## config.mk

```make
export PLATFORM = sky130hd
export DESIGN_NAME = shifter_pipe
export DESIGN_NICKNAME = d
export VERILOG_FILES = /design/src/rtl/shifter_pipe.sv
export SDC_FILE = /design/constraint.sdc
export NUM_CORES = 1
export LEC_CHECK = 0
export CORE_ASPECT_RATIO = 1.2
export CORE_MARGIN = 4
export CORE_UTILIZATION = 55
export CTS_BUF_LIST = sky130_fd_sc_hd__clkbuf_2 sky130_fd_sc_hd__clkbuf_4 sky130_fd_sc_hd__clkbuf_8
export DETAILED_ROUTE_END_ITERATION = 10
export GPL_TIMING_DRIVEN = 0
export HOLD_SLACK_MARGIN = 0.05
export PLACE_DENSITY_LB_ADDON = 0.05
export SYNTH_ARGS = -nofsm -noshare
export SYNTH_HDL_FRONTEND = slang
export SYNTH_SLANG_ARGS = --single-unit
```

## constraint.sdc

```tcl
create_clock -name clk -period 2.1 [get_ports clk]
set_input_delay 0.42 -clock clk [delete_from_list [all_inputs] [get_ports clk]]
set_output_delay 0.42 -clock clk [all_outputs]
set_load 0.02 [all_outputs]
```

## src/rtl/shifter_pipe.sv

```systemverilog
// shifter_pipe: log-depth pipelined barrel shifter (SLL/SRL/SRA/ROL/ROR/PASS) with valid/ready flow control
module shifter_pipe #(
  parameter int WIDTH = 32,
  parameter int SHW   = $clog2(WIDTH)
) (
  input  logic             clk,
  input  logic             rst_n,
  input  logic             in_valid,
  output logic             in_ready,
  input  logic [WIDTH-1:0] in_data,
  input  logic [SHW-1:0]   in_shamt,
  input  logic [2:0]       in_mode,
  output logic             out_valid,
  input  logic             out_ready,
  output logic [WIDTH-1:0] out_data,
  output logic             out_zero
);
  localparam logic [2:0] SLL = 3'd0;
  localparam logic [2:0] SRL = 3'd1;
  localparam logic [2:0] SRA = 3'd2;
  localparam logic [2:0] ROL = 3'd3;
  localparam logic [2:0] ROR = 3'd4;

  logic             r_vld  [SHW];
  logic [WIDTH-1:0] r_data [SHW];
  logic [2:0]       r_mode [SHW-1];
  logic [SHW-1:0]   r_amt  [SHW-1];
  logic             r_fill [SHW-1];
  logic [SHW-1:0]   w_ld;

  // a stage may load if it or any stage downstream of it is empty, or the consumer takes the result
  always_comb begin
    logic c;
    w_ld = '0;
    c    = out_ready;
    for (int i = SHW - 1; i >= 0; i--) begin
      c       = c || !r_vld[i];
      w_ld[i] = c;
    end
  end

  assign in_ready  = w_ld[0];
  assign out_valid = r_vld[SHW-1];
  assign out_data  = r_data[SHW-1];
  assign out_zero  = ~|r_data[SHW-1];

  genvar k;
  for (k = 0; k < SHW; k++) begin : g_st
    localparam int S = 1 << k;
    logic             w_vld;
    logic             w_f;
    logic             w_en;
    logic [2:0]       w_m;
    logic [WIDTH-1:0] w_d;
    logic [WIDTH-1:0] w_sh;
    if (k == 0) begin : g_src
      assign w_vld = in_valid;
      assign w_d   = in_data;
      assign w_m   = in_mode;
      assign w_f   = in_data[WIDTH-1];
      assign w_en  = in_shamt[0];
    end else begin : g_src
      assign w_vld = r_vld[k-1];
      assign w_d   = r_data[k-1];
      assign w_m   = r_mode[k-1];
      assign w_f   = r_fill[k-1];
      assign w_en  = r_amt[k-1][k];
    end
    assign w_sh = !w_en      ? w_d :
                  w_m == SLL ? w_d << S :
                  w_m == SRL ? w_d >> S :
                  w_m == SRA ? {{S{w_f}}, w_d[WIDTH-1:S]} :
                  w_m == ROL ? {w_d[WIDTH-1-S:0], w_d[WIDTH-1:WIDTH-S]} :
                  w_m == ROR ? {w_d[S-1:0], w_d[WIDTH-1:S]} : w_d;
    // stage payload: shifted data and valid, held while the stage is stalled
    always_ff @(posedge clk or negedge rst_n) begin
      if (!rst_n) begin
        r_vld[k]  <= 1'b0;
        r_data[k] <= '0;
      end else if (w_ld[k]) begin
        r_vld[k]  <= w_vld;
        r_data[k] <= w_sh;
      end
    end
    if (k < SHW - 1) begin : g_ctl
      logic [SHW-1:0] w_a;
      if (k == 0) begin : g_a
        assign w_a = in_shamt;
      end else begin : g_a
        assign w_a = r_amt[k-1];
      end
      // control that later stages still need: mode, amount, original sign bit
      always_ff @(posedge clk or negedge rst_n) begin
        if (!rst_n) begin
          r_mode[k] <= '0;
          r_amt[k]  <= '0;
          r_fill[k] <= 1'b0;
        end else if (w_ld[k]) begin
          r_mode[k] <= w_m;
          r_amt[k]  <= w_a;
          r_fill[k] <= w_f;
        end
      end
    end
  end
endmodule

```

==> metrics.md <==
| Metric | Value |
|---|---|
| Delay-heaviest family, CP | `simple AND/OR/NAND/NOR gates` |
| Synth Area in XOR/XNOR | `0.002787` |
| Pwr Density | `1182 nW/um2` |
| First-pass iteration count of the detailed router | `6` |
| Vias/cell | `6.722` |
| RSZ-0062 raised after global routing | `true` |
| Die Footprint | `24,490 um2` |
| Post-route insts no fill | `1,788` |
| Worst relative slew slack | `0.4824` |
| Initial DRC Count | `951` |
| Pin count of the biggest net entering global routing | `98` |
| Post-synthesis cell type with the largest combined area | `dfrtp_1` |
| Simple-gate share of the synthesized area | `0.1471` |
| Total number of yosys warnings | `0` |
| FF+latch count, synth | `191` |
| Vias | `12,020` |
| Root buffer cell | `clkbuf_8` |
| First-pass GRT wire length | `65.57 mm` |
| Number of global-route vias before repair | `11,690` |
| CTS tree | `yes` |
| DIE WIDTH | `143.5 um` |
| Area growth syn-to-layout | `14.18%` |
| Status | `finished clean` |
| Top Ports | `79` |
| Placed Instances | `1,746` |
| MaxCap Viol Count | `0` |
| Worst-skew pair later-pin latency | `0.48 ns` |
| Fin crit period | `2.069 ns` |
| Critical-path cell list | `nor4_1 > nand4_1 > nor2_1 > buf_4` |
| Nature of the critical path endpoint | `primary output` |
| CP arrival | `1.65 ns` |
| Final Instance Area | `13,840 um2` |
| Core Util, Final | `0.6377` |
| Final wirelength | `41.81 mm` |
| Detail Placement HPWL | `31.54 mm` |
| EDFF count, synth | `0` |
| H-Tree Depth | `4` |
| Global route total overflow | `0` |
| Synth Area in Adders | `0.001652` |
| Initial Utilization | `0.5585` |
| CP required | `1.68 ns` |
| Mux cell area share after synthesis | `0.05544` |
| Final period utilization | `0.9850` |
| Top-count cell post-synth | `dfrtp_1` |
| Synth Area in Compound Gates | `0.3291` |
| Clk slew on worst S/H paths | `0.10 ns` |
| Number of port buffers | `77` |
| Share of the synthesized area in the top cell type | `0.3943` |
| Clock buffers created by TritonCTS | `17` |
| Leakage power | `5.758 nW` |
| GR Util All Layers | `0.3430` |
| Max incr delay on CP | `0.42 ns` |
| Layout cell share with drive strength beyond 1 | `0.1143` |
| Endpoints failing setup | `0` |
| Die Span Y | `170.6 um` |
| WP buf/inv | `1` |
| Max-slew violations | `0` |
| RePlAce Congestion | `1.008` |
| ANT nets after route | `0` |
| Post-synthesis cell area | `12,120 um2` |
| Final hold vios | `0` |
| Synth top cells by count | `dfrtp_1 (191), nand2_1 (165), nor2_1 (126)` |
| Startpoint class of the critical path | `register` |
| Worst-path fanout max | `3` |
| Antenna violations before repair | `0` |
| Max Buffers Root-to-Sink | `2` |
| Core footprint | `21,700 um2` |
| Clk sinks | `191` |
| Residual DRC count | `0` |
| Top post-synthesis cells by area | `dfrtp_1 (39%), nand2_1 (5.1%), mux2i_1 (4.0%), nor2_1 (3.9%), a31oi_1 (3.4%)` |
| Final #Nets | `1,545` |
| Max Clock Skew | `0.01870 ns` |
| Maximum vdd drop | `855.2 uV` |
| Post-DP Area | `13,270 um2` |
| Fmax | `483.4 MHz` |
| Syn_nets | `1,438` |
| Post-synth cell types | `80` |
| Post-synth top flop | `dfrtp_1` |
| Async SR Flop Fraction | `1.000` |
| Crit path max-delay cell type | `dfrtp_1` |
| Row count | `59` |
| Hold WC Path Type | `in2reg` |
| Wirelength per Cell | `23.38 um` |
| Worst Tran Pin Value | `0.7764 ns` |
| Avg Cell Area, Syn | `8.695 um2` |
| Setup CP Type | `reg2out` |
| Largest family of logic cells by synthesized area | `compound AO/OA/AOI/OAI gates` |
| Antenna diode count | `0` |
| Gate Count Post-Synth | `1,394` |
| Sequential fraction of the synthesis area | `0.3943` |
registers in the layout (all words and copies together), names as in the netlist:
name	flops
out_valid	1
g_st.w_vld	4
out_data	32
g_st.w_d	128
g_st.g_ctl.w_a	9
g_st.w_f	4
g_st.w_en	1
g_st.w_m	12
placed cells by master, fill, tap and decap left out, types with 5 or more instances in the layout:
master             n
o2111ai_1         21
a31oi_1           65
buf_6              6
o21a_1             8
a21o_1            16
nor2_1           126
o21ai_0           61
a21oi_1           62
clkbuf_2           7
a22oi_1           46
nand2_1          165
inv_1             41
nor4_1             7
o211ai_1          29
buf_1              5
o221ai_1          38
o22ai_1           39
dfrtp_1          191
mux2i_1           48
buf_4             26
a221o_1           17
clkbuf_1          52
buf_2             48
clkbuf_8          18
o21ai_1           43
nor2b_1            9
o31ai_1           11
a221oi_2          11
a211o_1            7
inv_6              5
a211oi_1          22
a221oi_1          11
nand2b_1          39
o211a_1            6
clkdlybuf4s50_1   72
nor3_1             5
mux2_2            15
a22o_1            13
worst reg2reg max path: stages, from the launching register on:
cell	delay (ns)
dfrtp_1	0.40
buf_4	0.14
and3b_1	0.16
clkbuf_1	0.20
buf_2	0.25
a221o_1	0.30
a221oi_2	0.35
nor2_1	0.08
kinds of logic after synthesis:
group,after synthesis
compound gates,561
xor+xnor,3
fa+ha+maj,2
buf+inv,178
flops,191
mux,65
simple gates,394
power by group:
| group | switching, mW | internal [mW] |
|---|---|---|
| combinational | 3.73 | 3.07 |
| sequential | 2.16 | 4.95 |
| clock | 1.51 | 0.939 |
| total | 7.40 | 8.96 |
final timing paths:
check | start | endpoint | slack [ns] | cells after the start
max | out_data[17] | out_zero | 0.03 | 4
max in group asynchronous | rst_n | g_st[3].w_d[17] | 0.66 | 3
min reg2reg | g_st[4].w_f | g_st[4].w_f | 0.47 | 2
max reg2reg | g_st[4].w_vld | g_st[4].w_d[11] | 0.10 | 7
min in group asynchronous | rst_n | g_st[4].w_d[24] | 0.50 | 2
min | in_shamt[0] | g_st[1].w_d[15] | 0.44 | 4
through the flow:
stage | total power [mW] | TNS [ns] | hold WS, ns | worst slack, ns
2_1_floorplan | 10.71 | 0 | 0.1244 | 0.3865
3_3_place_gp | 13.47 | -1432.37 | 0.4395 | -7.347
3_5_place_dp | 13.62 | -34.41 | 0.4479 | -0.9529
4_1_cts | 16.18 | -0.05033 | 0.4189 | -0.02841
5_1_grt | 17.24 | -0.1009 | 0.4495 | -0.1009
6_report | 16.36 | 0 | 0.4376 | 0.03145
routing by layer:
metal	track usage	wire length (um)	vias up
met2	0.5835	20580	563
met5	0	0	-
li1	-	-	5470
met1	0.4018	15690	5829
met3	0.04501	2255	157
met4	0.2318	3284	0
area by class of cell:
| type | count | area (um2) |
|---|---|---|
| fill | 1972 | 7864 |
| buffer | 135 | 703.2 |
| tap | 274 | 342.8 |
| clock buffer | 19 | 255.2 |
| sequential | 191 | 4780 |
| multi-input combinational | 1025 | 6574 |
| timing repair buffer | 89 | 888.4 |
| inverter | 42 | 157.7 |
| clock inverter | 13 | 138.9 |
timing repair:
action                                  CTS  global route
endpoints found under the setup margin    3            24
hold buffers                              1             0
hold endpoints to repair                 94             0
setup buffers                             8             2
pin swaps                                 3             1
resized for setup                        26            14
Note: power is estimated with default switching activity, not from simulation.
